`src/rtl/tlb_csr_if.sv`:
```
// Commit-side bundle for tlb_csr_ctrl: op request handshake plus the CSR access bus.
interface tlb_csr_if;
    logic        req_vld;
    logic [2:0]  req_op;
    logic [4:0]  req_inv_op;
    logic [9:0]  req_inv_asid;
    logic [18:0] req_inv_va;
    logic        req_rdy;
    logic        op_done;
    logic        refetch_req;
    logic        csr_we;
    logic [13:0] csr_addr;
    logic [31:0] csr_wdata;
    logic [31:0] csr_rdata;

    modport master (
        output req_vld, req_op, req_inv_op, req_inv_asid, req_inv_va,
        output csr_we, csr_addr, csr_wdata,
        input  req_rdy, op_done, refetch_req, csr_rdata
    );

    modport slave (
        input  req_vld, req_op, req_inv_op, req_inv_asid, req_inv_va,
        input  csr_we, csr_addr, csr_wdata,
        output req_rdy, op_done, refetch_req, csr_rdata
    );
endinterface

```
`src/rtl/tlb_csr_ctrl.sv`:
```
// TLB CSR owner and TLB-op initiator: IDLE -> ISSUE (one strobe) -> DONE (op_done),
// with TLBSRCH/TLBRD results folded back into TLBIDX/TLBEHI/TLBELO at the end of ISSUE.
module tlb_csr_ctrl #(
    parameter int IDX_W = 6
) (
    input  logic             clk,
    input  logic             rst_n,
    tlb_csr_if.slave         bus,
    output logic             tlbsrch,
    output logic             tlbrd,
    output logic             tlbwr,
    output logic             tlbfill,
    output logic             invtlb,
    output logic [IDX_W-1:0] tlb_idx,
    output logic             tlb_ne,
    output logic [5:0]       tlb_ps,
    output logic [9:0]       tlb_asid,
    output logic [18:0]      tlb_vpn,
    output logic [31:0]      tlb_elo0,
    output logic [31:0]      tlb_elo1,
    output logic [4:0]       tlb_inv_op,
    output logic [9:0]       tlb_inv_asid,
    output logic [18:0]      tlb_inv_va,
    input  logic             srch_hit,
    input  logic [IDX_W-1:0] srch_idx,
    input  logic             rd_en,
    input  logic [5:0]       rd_ps,
    input  logic [18:0]      rd_vpn,
    input  logic [19:0]      rd_ppn0,
    input  logic [19:0]      rd_ppn1,
    input  logic [5:0]       rd_flags0,
    input  logic [5:0]       rd_flags1,
    input  logic             rd_g
);

    typedef enum logic [1:0] {S_IDLE, S_ISSUE, S_DONE} state_e;

    localparam logic [2:0]  OP_SRCH = 3'd0;
    localparam logic [2:0]  OP_RD   = 3'd1;
    localparam logic [2:0]  OP_WR   = 3'd2;
    localparam logic [2:0]  OP_FILL = 3'd3;
    localparam logic [2:0]  OP_INV  = 3'd4;

    localparam logic [13:0] A_TLBIDX = 14'h10;
    localparam logic [13:0] A_TLBEHI = 14'h11;
    localparam logic [13:0] A_ELO0   = 14'h12;
    localparam logic [13:0] A_ELO1   = 14'h13;
    localparam logic [13:0] A_ASID   = 14'h18;

    // PPN[27:8], G[6], MAT/PLV/D/V[5:0]; everything else reads 0.
    localparam logic [31:0] ELO_MASK = 32'h0FFF_FF7F;

    state_e           state_q, state_d;
    logic [2:0]       op_q, op_d;
    logic [4:0]       inv_op_q, inv_op_d;
    logic [9:0]       inv_asid_q, inv_asid_d;
    logic [18:0]      inv_va_q, inv_va_d;
    logic [IDX_W-1:0] idx_q, idx_d;
    logic             ne_q, ne_d;
    logic [5:0]       ps_q, ps_d;
    logic [18:0]      vpn_q, vpn_d;
    logic [31:0]      elo0_q, elo0_d;
    logic [31:0]      elo1_q, elo1_d;
    logic [9:0]       asid_q, asid_d;

    always_ff @(posedge clk) begin
        if (!rst_n) begin
            state_q    <= S_IDLE;
            op_q       <= '0;
            inv_op_q   <= '0;
            inv_asid_q <= '0;
            inv_va_q   <= '0;
            idx_q      <= '0;
            ne_q       <= 1'b0;
            ps_q       <= '0;
            vpn_q      <= '0;
            elo0_q     <= '0;
            elo1_q     <= '0;
            asid_q     <= '0;
        end else begin
            state_q    <= state_d;
            op_q       <= op_d;
            inv_op_q   <= inv_op_d;
            inv_asid_q <= inv_asid_d;
            inv_va_q   <= inv_va_d;
            idx_q      <= idx_d;
            ne_q       <= ne_d;
            ps_q       <= ps_d;
            vpn_q      <= vpn_d;
            elo0_q     <= elo0_d;
            elo1_q     <= elo1_d;
            asid_q     <= asid_d;
        end
    end

    always_comb begin
        state_d = state_q;
        unique case (state_q)
            S_IDLE:  if (bus.req_vld) state_d = S_ISSUE;
            S_ISSUE: state_d = S_DONE;
            S_DONE:  state_d = S_IDLE;
            default: state_d = S_IDLE;
        endcase
    end

    always_comb begin
        bus.req_rdy     = (state_q == S_IDLE);
        bus.op_done     = (state_q == S_DONE);
        bus.refetch_req = (state_q == S_DONE) &&
                          (op_q == OP_WR || op_q == OP_FILL || op_q == OP_INV);
        tlbsrch         = (state_q == S_ISSUE) && (op_q == OP_SRCH);
        tlbrd           = (state_q == S_ISSUE) && (op_q == OP_RD);
        tlbwr           = (state_q == S_ISSUE) && (op_q == OP_WR);
        tlbfill         = (state_q == S_ISSUE) && (op_q == OP_FILL);
        invtlb          = (state_q == S_ISSUE) && (op_q == OP_INV);
    end

    // CSR writes only land in IDLE, so a write beside req_vld is visible to the ISSUE that follows.
    always_comb begin
        op_d       = op_q;
        inv_op_d   = inv_op_q;
        inv_asid_d = inv_asid_q;
        inv_va_d   = inv_va_q;
        idx_d      = idx_q;
        ne_d       = ne_q;
        ps_d       = ps_q;
        vpn_d      = vpn_q;
        elo0_d     = elo0_q;
        elo1_d     = elo1_q;
        asid_d     = asid_q;
        if (state_q == S_IDLE) begin
            if (bus.req_vld) begin
                op_d       = bus.req_op;
                inv_op_d   = bus.req_inv_op;
                inv_asid_d = bus.req_inv_asid;
                inv_va_d   = bus.req_inv_va;
            end
            if (bus.csr_we) begin
                case (bus.csr_addr)
                    A_TLBIDX: begin
                        idx_d = bus.csr_wdata[IDX_W-1:0];
                        ps_d  = bus.csr_wdata[29:24];
                        ne_d  = bus.csr_wdata[31];
                    end
                    A_TLBEHI: vpn_d  = bus.csr_wdata[31:13];
                    A_ELO0:   elo0_d = bus.csr_wdata & ELO_MASK;
                    A_ELO1:   elo1_d = bus.csr_wdata & ELO_MASK;
                    A_ASID:   asid_d = bus.csr_wdata[9:0];
                    default: ;
                endcase
            end
        end else if (state_q == S_ISSUE) begin
            case (op_q)
                OP_SRCH: begin
                    ne_d = !srch_hit;
                    if (srch_hit) idx_d = srch_idx;
                end
                OP_RD: begin
                    ne_d = !rd_en;
                    if (rd_en) begin
                        ps_d   = rd_ps;
                        vpn_d  = rd_vpn;
                        elo0_d = {4'b0, rd_ppn0, 1'b0, rd_g, rd_flags0};
                        elo1_d = {4'b0, rd_ppn1, 1'b0, rd_g, rd_flags1};
                    end else begin
                        ps_d   = '0;
                        vpn_d  = '0;
                        elo0_d = '0;
                        elo1_d = '0;
                    end
                end
                default: ;
            endcase
        end
    end

    always_comb begin
        bus.csr_rdata = '0;
        case (bus.csr_addr)
            A_TLBIDX: bus.csr_rdata = {ne_q, 1'b0, ps_q, {(24-IDX_W){1'b0}}, idx_q};
            A_TLBEHI: bus.csr_rdata = {vpn_q, 13'b0};
            A_ELO0:   bus.csr_rdata = elo0_q;
            A_ELO1:   bus.csr_rdata = elo1_q;
            A_ASID:   bus.csr_rdata = {22'b0, asid_q};
            default:  bus.csr_rdata = '0;
        endcase
    end

    // ELOs go out raw; the TLB forms the entry G bit as elo0.G & elo1.G.
    assign tlb_idx      = idx_q;
    assign tlb_ne       = ne_q;
    assign tlb_ps       = ps_q;
    assign tlb_asid     = asid_q;
    assign tlb_vpn      = vpn_q;
    assign tlb_elo0     = elo0_q;
    assign tlb_elo1     = elo1_q;
    assign tlb_inv_op   = inv_op_q;
    assign tlb_inv_asid = inv_asid_q;
    assign tlb_inv_va   = inv_va_q;

endmodule
```
`src/flat_wrapper.sv`:
```
// flat-port wrapper written by rule: the top's interface ports become plain ports
module tlb_csr_ctrl_flat 
#(
    parameter int IDX_W = 6
)
  (clk, rst_n, tlbsrch, tlbrd, tlbwr, tlbfill, invtlb, tlb_idx, tlb_ne, tlb_ps, tlb_asid, tlb_vpn, tlb_elo0, tlb_elo1, tlb_inv_op, tlb_inv_asid, tlb_inv_va, srch_hit, srch_idx, rd_en, rd_ps, rd_vpn, rd_ppn0, rd_ppn1, rd_flags0, rd_flags1, rd_g, bus_req_vld, bus_req_op, bus_req_inv_op, bus_req_inv_asid, bus_req_inv_va, bus_csr_we, bus_csr_addr, bus_csr_wdata, bus_req_rdy, bus_op_done, bus_refetch_req, bus_csr_rdata);
  tlb_csr_if bus_i ();
  input  logic clk;
  input  logic rst_n;
  output logic tlbsrch;
  output logic tlbrd;
  output logic tlbwr;
  output logic tlbfill;
  output logic invtlb;
  output logic [IDX_W-1:0] tlb_idx;
  output logic tlb_ne;
  output logic [5:0] tlb_ps;
  output logic [9:0] tlb_asid;
  output logic [18:0] tlb_vpn;
  output logic [31:0] tlb_elo0;
  output logic [31:0] tlb_elo1;
  output logic [4:0] tlb_inv_op;
  output logic [9:0] tlb_inv_asid;
  output logic [18:0] tlb_inv_va;
  input  logic srch_hit;
  input  logic [IDX_W-1:0] srch_idx;
  input  logic rd_en;
  input  logic [5:0] rd_ps;
  input  logic [18:0] rd_vpn;
  input  logic [19:0] rd_ppn0;
  input  logic [19:0] rd_ppn1;
  input  logic [5:0] rd_flags0;
  input  logic [5:0] rd_flags1;
  input  logic rd_g;
  input wire logic [$bits(bus_i.req_vld)-1:0] bus_req_vld;
  input wire logic [$bits(bus_i.req_op)-1:0] bus_req_op;
  input wire logic [$bits(bus_i.req_inv_op)-1:0] bus_req_inv_op;
  input wire logic [$bits(bus_i.req_inv_asid)-1:0] bus_req_inv_asid;
  input wire logic [$bits(bus_i.req_inv_va)-1:0] bus_req_inv_va;
  input wire logic [$bits(bus_i.csr_we)-1:0] bus_csr_we;
  input wire logic [$bits(bus_i.csr_addr)-1:0] bus_csr_addr;
  input wire logic [$bits(bus_i.csr_wdata)-1:0] bus_csr_wdata;
  output wire logic [$bits(bus_i.req_rdy)-1:0] bus_req_rdy;
  output wire logic [$bits(bus_i.op_done)-1:0] bus_op_done;
  output wire logic [$bits(bus_i.refetch_req)-1:0] bus_refetch_req;
  output wire logic [$bits(bus_i.csr_rdata)-1:0] bus_csr_rdata;
  assign bus_i.req_vld = bus_req_vld;
  assign bus_i.req_op = bus_req_op;
  assign bus_i.req_inv_op = bus_req_inv_op;
  assign bus_i.req_inv_asid = bus_req_inv_asid;
  assign bus_i.req_inv_va = bus_req_inv_va;
  assign bus_i.csr_we = bus_csr_we;
  assign bus_i.csr_addr = bus_csr_addr;
  assign bus_i.csr_wdata = bus_csr_wdata;
  assign bus_req_rdy = bus_i.req_rdy;
  assign bus_op_done = bus_i.op_done;
  assign bus_refetch_req = bus_i.refetch_req;
  assign bus_csr_rdata = bus_i.csr_rdata;
  tlb_csr_ctrl #(.IDX_W(IDX_W)) u_core (.clk(clk), .rst_n(rst_n), .bus(bus_i), .tlbsrch(tlbsrch), .tlbrd(tlbrd), .tlbwr(tlbwr), .tlbfill(tlbfill), .invtlb(invtlb), .tlb_idx(tlb_idx), .tlb_ne(tlb_ne), .tlb_ps(tlb_ps), .tlb_asid(tlb_asid), .tlb_vpn(tlb_vpn), .tlb_elo0(tlb_elo0), .tlb_elo1(tlb_elo1), .tlb_inv_op(tlb_inv_op), .tlb_inv_asid(tlb_inv_asid), .tlb_inv_va(tlb_inv_va), .srch_hit(srch_hit), .srch_idx(srch_idx), .rd_en(rd_en), .rd_ps(rd_ps), .rd_vpn(rd_vpn), .rd_ppn0(rd_ppn0), .rd_ppn1(rd_ppn1), .rd_flags0(rd_flags0), .rd_flags1(rd_flags1), .rd_g(rd_g));
endmodule
```
`config.mk`:
```
export PLATFORM = sky130hd
export DESIGN_NAME = tlb_csr_ctrl_flat
export DESIGN_NICKNAME = d
export VERILOG_FILES = /design/src/rtl/tlb_csr_if.sv /design/src/rtl/tlb_csr_ctrl.sv /design/src/flat_wrapper.sv
export SDC_FILE = /design/constraint.sdc
export NUM_CORES = 1
export LEC_CHECK = 0
export CAP_MARGIN = 25
export CELL_PAD_IN_SITES_DETAIL_PLACEMENT = 0
export CELL_PAD_IN_SITES_GLOBAL_PLACEMENT = 1
export CORE_MARGIN = 5
export CORE_UTILIZATION = 28
export DETAILED_ROUTE_END_ITERATION = 8
export GPL_TIMING_DRIVEN = 0
export PLACE_DENSITY_LB_ADDON = 0.1
export SETUP_SLACK_MARGIN = 0.02
export SYNTH_ARGS = -nofsm -noshare
export SYNTH_HDL_FRONTEND = slang
export SYNTH_SLANG_ARGS = --single-unit
```
`constraint.sdc`:
```
create_clock -name clk -period 2.3 [get_ports clk]
set_clock_uncertainty 0.15 [all_clocks]
set_input_delay 0.23 -clock clk [delete_from_list [all_inputs] [get_ports clk]]
set_output_delay 0.23 -clock clk [all_outputs]
set_load 0.02 [all_outputs]
```
======== Word level (Yosys, flattened, before mapping) ========
Index checks and enable logic that the tools add are counted.
storage, ports and cells
  input port bits ......................... 173
  register bits ........................... 145
  output and inout bits ................... 180
operators by class
  eq/ne operators ......................... 17
  reduce and logical (&&, ||, !) cells .... 25
  multiplexer cells ....................... 38
operators with widths
  kind                                                  number
  two-way mux 32 bit                                    10
  one-hot mux 32 bit (5 select lines)                   1
  two-way mux 19 bit                                    6
  two-way mux 6 bit                                     12
  equality test 14 x 5 -> 1 bit, second input constant  5
  two-way mux 28 bit                                    2
  AND reduction 4 bit                                   5
  != test 2 x 1 -> 1 bit, second input constant         4
  nonzero test 2 bit                                    4
  equality test 3 x 2 -> 1 bit, second input constant   2
  logical AND 1 bit                                     6
  AND reduction 5 bit                                   1
  two-way mux 1 bit                                     4
  != test 2 bit, second input constant                  2
  one-hot mux 2 bit (2 select lines)                    1
  equality test 3 x 1 -> 1 bit, second input constant   1
  equality test 3 bit, second input constant            1
  zero test 3 bit                                       1
  AND reduction 3 bit                                   1
  nonzero test 3 bit                                    1
  equality test 2 x 1 -> 1 bit, second input constant   1
  equality test 2 bit, second input constant            1
  zero test 1 bit                                       2
  zero test 2 bit                                       1
  4 further kinds                                       5

======== Depth between registers and ports, before layout ========
Gate-level depths: netlist of the first run.
  word-level depth ........................ 4
  mapped depth ............................ 9
  depth with buffers taken out ............ 5

======== Worst setup path after synthesis of the first run ========
No wires, ideal clock.
  path type ............................... input to output
  start point ............................. input port bus_csr_addr[11]
  end point ............................... output port bus_csr_rdata[0]
  arrival time ............................ 1.883 ns
  data required time ...................... 1.920 ns
  buffers on the path ..................... 0
  path slack .............................. 0.037 ns
  stages .................................. 3
  cells stage by stage .................... or4_4 or4_1 o21ai_0
on the way
  cells in the longest elaborated chain, start to end .. 2
  elaborated cells on any way between the ends .. 6
  those cells by class .................... 5 x eq/ne; 1 x mux
ends and longest elaborated chain
  what                                   line                 text
  from (decl)                            flat_wrapper.sv:41   input wire logic [$bits(bus_i.csr_addr)-1:0] bus_csr_addr;
  equality test 14 x 5 -> 1 bit          tlb_csr_ctrl.sv:179  case (bus.csr_addr)
  one-hot mux 32 bit (5 select lines) *  tlb_csr_ctrl.sv:179
  to (decl)                              flat_wrapper.sv:46   output wire logic [$bits(bus_i.csr_rdata)-1:0] bus_csr_rdata;
Every way passes the cells marked *; elsewhere a longest branch is shown, timed or not.

======== Worst setup path in the final report of the first run ========
  start point ............................. input port bus_csr_addr[5]
  end point ............................... output port bus_csr_rdata[10]
The elaborated chain is that of the path after synthesis.

==> flow_summary.json, run 1 <==
{
  "portBuffers": 341,
  "grt_pass1_wl_um": 50400,
  "wl_per_cell_um": 21.9,
  "finalPower_mw": 6.79,
  "powerDensity_nw_per_um2": 588,
  "max-vdd-ir-drop_uv": 448,
  "hold_ws_ps": 194,
  "start_util_pct": 28.4,
  "multiInputGateArea_um2": 3850,
  "routed_wl_um": 33800,
  "cts_inserted_buffers": 17,
  "clk_pin_slew_worst_paths_ps": 60,
  "hold_buffers": 0,
  "synth_compound_area_share_pct": 24.6,
  "grt_pass1_vias": 8097,
  "drv_cap": 0,
  "layout-drive-gt1-share_pct": 16.4,
  "core_um2": 24300,
  "syn_area_um2": 6910,
  "fin_cells": 1549,
  "grt_start_max_net_pins": 20,
  "critPathRequiredTime_ps": 1920,
  "ant_nets": 0,
  "area_delta_synth_final_pct": 67.1,
  "pre_cts_ws_ps": -1510,
  "htreeDepth": 4,
  "dr.pass1.iters": 6,
  "hold_viol": 0,
  "period_minus_slack_ps": 2220,
  "fillers": 2471,
  "arrival_ps": 1840,
  "cpMaxStageDelayCell": "or4b_4",
  "synthCells": 829,
  "p_leak_nw": 4.54,
  "synth_warnings": 0,
  "ys_seq_area_share_pct": 39.1,
  "endpoint_kind": "output port",
  "synth_top_family_by_area": "compound AO/OA/AOI/OAI gates",
  "layout.nets": 1382,
  "setup_tns_ps": 0,
  "drc_errors": 0,
  "async_flop_share_pct": 0,
  "syn_area_per_cell_um2": 8.33,
  "dp_cells": 1503,
  "seq_area_um2": 2700,
  "cts.sinks": 135,
  "gp_congestion": 0.825,
  "post-route-period-util_pct": 96.7,
  "path_cells": "buf_6 -> or4b_4 -> buf_4 -> nor4_4 -> a22o_1 -> dlygate4sd2_1",
  "viasPerCell": 5.08,
  "die_h_um": 167,
  "dieArea_um2": 27900,
  "path_class": "in -> out",
  "cp_max_fo": 3,
  "synth-edff-count": 0,
  "final_common_cell": "clkdlybuf4s50_1",
  "synth-adder-area-share_pct": 0,
  "synth-seq-cells": 135,
  "io_pins": 353,
  "synth_simple_gate_area_share_pct": 21.2,
  "cts_root_buf": "clkbuf_16",
  "start_kind": "primary input",
  "rsz0062_at_grt": "no",
  "dp_hpwl_um": 25900,
  "worst_path_largest_cell_delay_ps": 570,
  "rows": 57,
  "hp-class": "in -> reg",
  "slew_headroom_pct": 47.2,
  "cts_tree": "built",
  "clockBufferDepth": 2,
  "layout_common_cells": "288 x clkdlybuf4s50_1, 178 x nand2_1, 134 x dfxtp_1",
  "clkLatencyLatePin_ps": 420,
  "setup_slack_ps": 75.4,
  "final-setup-viol-count": 0,
  "antenna_found_initial": 4,
  "synth.mux.area_fraction_pct": 7.82,
  "drt_iter0_markers": 456,
  "grt_usage_pct": 23.4,
  "ys_types": 56,
  "die_x_um": 167,
  "yosys_most_used_dff": "dfxtp_1",
  "grt_overflow": 0,
  "fmax_mhz": 450,
  "synth-xor-area-share_pct": 0,
  "drv_slew": 0,
  "outcome": "finished, final reports clean",
  "tightest_slew_ps": 792,
  "dr_total_vias": 7864
}
==> layout make-up <==
class,count,share of cell area [%]
buffer,83,4.37
timing repair buffer,355,29.8
tap,324,3.51
inverter,19,0.618
sequential,135,23.4
clock inverter,12,1.02
antenna,3,0.0650
multi-input combinational,598,33.4
clock buffer,20,3.87
==> registers in the layout, indices dropped and copies added (netlist names) <==
signal,count
u_core.tlb_ne,1
u_core.state_q,2
u_core.tlb_asid,10
u_core.tlb_ps,6
u_core.tlb_vpn,19
u_core.op_q,3
u_core.tlb_inv_asid,10
u_core.tlb_inv_va,19
u_core.tlb_elo0,27
u_core.tlb_idx,6
u_core.tlb_elo1,27
u_core.tlb_inv_op,5
==> cells in the mapped netlist, types with 2 or more instances <==
cell,count,share of area (%)
nand2_1,179,9.7
dfxtp_1,135,39
a21oi_1,49,3.5
mux2i_1,45,6.5
clkbuf_1,44,2.4
o21ai_0,38,2.8
nor2_1,33,1.8
and2_1,27,2.4
nand3_1,27,2.0
o221a_2,26,4.2
a22oi_1,23,2.5
a21o_1,21,2.3
a221oi_1,21,2.7
inv_1,19,1.0
buf_2,18,1.3
buf_4,13,1.4
nor3_1,13,0.94
a211o_1,11,1.4
nor2b_1,8,0.72
buf_1,6,0.33
o221a_1,6,0.98
a2111oi_0,5,0.63
a22o_1,5,0.63
a31o_2,5,0.63
buf_6,5,0.81
a221oi_2,4,0.87
mux4_2,4,1.3
a222oi_1,3,0.43
and4_1,3,0.38
nand2b_1,2,0.18
nand4_1,2,0.18
nor4_1,2,0.18
nor4_2,2,0.36
o21a_1,2,0.22
or4_1,2,0.22
==> power breakdown <==
group          internal (mW)  switching (mW)  total, mW
clock network           1.53            1.15       2.68
logic                  0.746           0.796       1.54
registers               2.46           0.101       2.56
==> metrics by stage <==
stage,util (%),cell area [µm²]
3_3_place_gp,44.3,10800
2_1_floorplan,-,6940
3_5_place_dp,44.3,10800
5_1_grt,47.5,11500
6_report,47.5,11500
4_1_cts,47.3,11500
==> kinds of logic (layout without fill, tap and decap cells) <==
family,Yosys count,in the layout
multiplexers,49,49
AND/OR/NAND/NOR,313,313
buffers and inverters,105,489
other,1,13
flip-flops,135,135
AO/OA/AOI/OAI,226,226
==> per-layer routing <==
layer | share of wire [%] | vias up | track usage (%)
met4 | 2.3 | 2 | 7.01
met2 | 48 | 341 | 39.8
met5 | 0.032 | - | 0
li1 | - | 3731 | -
met3 | 9.3 | 52 | 8.27
met1 | 40 | 3738 | 28.0
==> critical path: cells and delay by family <==
kind / cells / cell delay, ps
buffers and inverters: 3 / 590
AOI/OAI and AO/OA: 1 / 170
and+or+nand+nor: 2 / 850
==> path summary, 6_finish.rpt <==
kind                     startpoint                endpoint  slack [ps]  depth (start not counted)
min               bus_req_inv_va[9]    u_core.tlb_inv_va[9]         190                          3
max reg2reg       u_core.state_q[1]     u_core.tlb_elo1[25]         130                          4
max                 bus_csr_addr[5]       bus_csr_rdata[10]          80                          6
min reg2reg  u_core.tlb_inv_asid[8]  u_core.tlb_inv_asid[8]         300                          2
==> repair_timing <==
item | 4_1_cts | 5_1_grt
setup endpoints to repair | 130 | 34
setup buffers | 12 | 1
pin swaps | 15 | 5
cloned | 1 | 0
resized for setup | 207 | 29
No activity file was read; power rests on OpenSTA's default activity.
==> run 2: changes to the inputs <==
- CELL_PAD_IN_SITES_DETAIL_PLACEMENT: 0 -> unset
- CELL_PAD_IN_SITES_GLOBAL_PLACEMENT: 1 -> unset
- CORE_UTILIZATION: 28 -> 41
- PLACE_DENSITY: unset -> 0.82
- PLACE_DENSITY_LB_ADDON: 0.1 -> unset
==> flow_summary.json, run 2 (synthesized netlist as in run 1, its figures left out) <==
{
  "grt_overflow": 0,
  "powerDensity_nw_per_um2": 593,
  "pre_cts_ws_ps": -1470,
  "drc_errors": 0,
  "max-vdd-ir-drop_uv": 552,
  "antenna_found_initial": 1,
  "worstHoldStart": "bus_req_inv_va[15]",
  "grt.met1_usage_pct": 35.2,
  "final_common_cell": "clkdlybuf4s50_1",
  "dp_cells": 1399,
  "met2_usage_pct": 55.5,
  "fmax_mhz": 437,
  "clkLatencyLatePin_ps": 420,
  "seq_area_um2": 2700,
  "core_um2": 16600,
  "dr_total_vias": 8306,
  "drv_cap": 0,
  "grt_busiest_layer": "met2",
  "routed_wl_um": 32800,
  "hold_buffers": 0,
  "layout-drive-gt1-share_pct": 16.4,
  "cts_inserted_buffers": 17,
  "rrSetupSlack_ps": 100,
  "crit_end": "bus_csr_rdata[0]",
  "rsz0062_at_grt": "yes",
  "layout_common_cells": "288 x clkdlybuf4s50_1, 177 x nand2_1, 134 x dfxtp_1",
  "dpl_cell_area_um2": 10600,
  "hold_viol": 0,
  "cts.sinks": 135,
  "arrival_ps": 1910,
  "startpoint": "bus_csr_addr[8]",
  "area_delta_synth_final_pct": 66.5,
  "wl_per_cell_um": 22.6,
  "post-route-period-util_pct": 99.6,
  "endpoint_kind": "output port",
  "use_met3_pct": 10.7,
  "multiInputGateArea_um2": 3860,
  "start_kind": "primary input",
  "viasPerCell": 5.74,
  "io_pins": 353,
  "fillers": 1409,
  "period_minus_slack_ps": 2290,
  "grt_usage_pct": 32.0,
  "finalPower_mw": 6.82,
  "clk_pin_slew_worst_paths_ps": 60,
  "tightest_slew_ps": 796,
  "diodes": 0,
  "clockBufferDepth": 2,
  "dieArea_um2": 19500,
  "die_h_um": 140,
  "grt_pass1_vias": 8562,
  "start_util_pct": 41.7,
  "worstHoldPathCells": 3,
  "hp-class": "in -> reg",
  "drv_slew": 0,
  "dr.pass1.iters": 5,
  "cp_max_fo": 6,
  "grt_pass1_wl_um": 48700,
  "cts_root_buf": "clkbuf_16",
  "ant_nets": 0,
  "utilization_pct": 69.4,
  "layout.nets": 1389,
  "setup_slack_ps": 9.73,
  "fin_area_um2": 11500,
  "gp_congestion": 0.903,
  "cts_tree": "built",
  "slew_headroom_pct": 46.9,
  "rows": 47,
  "reg2reg_to": "u_core.tlb_vpn[7]",
  "p_leak_nw": 4.64,
  "portBuffers": 341,
  "die_x_um": 140,
  "outcome": "finished, final reports clean",
  "grt_start_max_net_pins": 17,
  "path_class": "in -> out",
  "dp_hpwl_um": 24600,
  "rr_startpoint": "u_core.op_q[1]",
  "worstRegToRegCells": 6,
  "htreeDepth": 4,
  "fin_cells": 1448,
  "drt_iter0_markers": 635,
  "critPathRequiredTime_ps": 1920,
  "final-setup-viol-count": 0
}
==> run 2: layout make-up <==
cell class                 count  area share (%)
timing repair buffer         362            30.4
tap                          220            2.39
sequential                   135            23.5
buffer                        83            4.54
multi-input combinational    598            33.6
clock buffer                  23            4.07
inverter                      19           0.620
clock inverter                 8           0.859
==> run 2: worst max-delay path, stage by stage <==
cell	delay (ps)
buf_2	120
or4_4	570
buf_4	160
or4_4	480
o21ai_1	180
buf_4	170
==> run 2: stage by stage <==
stage,setup TNS (ps),hold slack (ps)
global route,-139,208
CTS,0,201
finish,0,205
global placement,-77090,291
detailed placement,-80520,299
floorplan,0,216
==> run 2: what timing repair did <==
action,4_1_cts,5_1_grt
buffers inserted,16,5
resized for setup,197,32
hold endpoints to repair,0,0
pin swaps,12,10
endpoints found under the setup margin,132,113
==> run 2: how the worst min path moves through the flow <==
stage	endpoint	slack, ps
global route	u_core.tlb_inv_asid[9]	210
detailed placement	u_core.tlb_inv_asid[4]	300
finish	u_core.tlb_inv_va[15]	200
global placement	u_core.tlb_inv_va[0]	290
CTS	u_core.tlb_inv_va[15]	200
floorplan	u_core.op_q[2]	220
==> run 2: metal layers <==
metal  vias to the layer above  part of all wire [%]
met5                         -                 0.040
met4                         2                   4.6
met3                       109                    11
met2                       547                    49
met1                      3903                    36
li1                       3745                     -
==> run 2: report_power, final <==
part	internal, mW	switching (mW)	total [mW]
sequential	2.46	0.106	2.57
clock	1.64	1.04	2.68
combinational	0.762	0.808	1.57
total	4.87	1.95	6.82
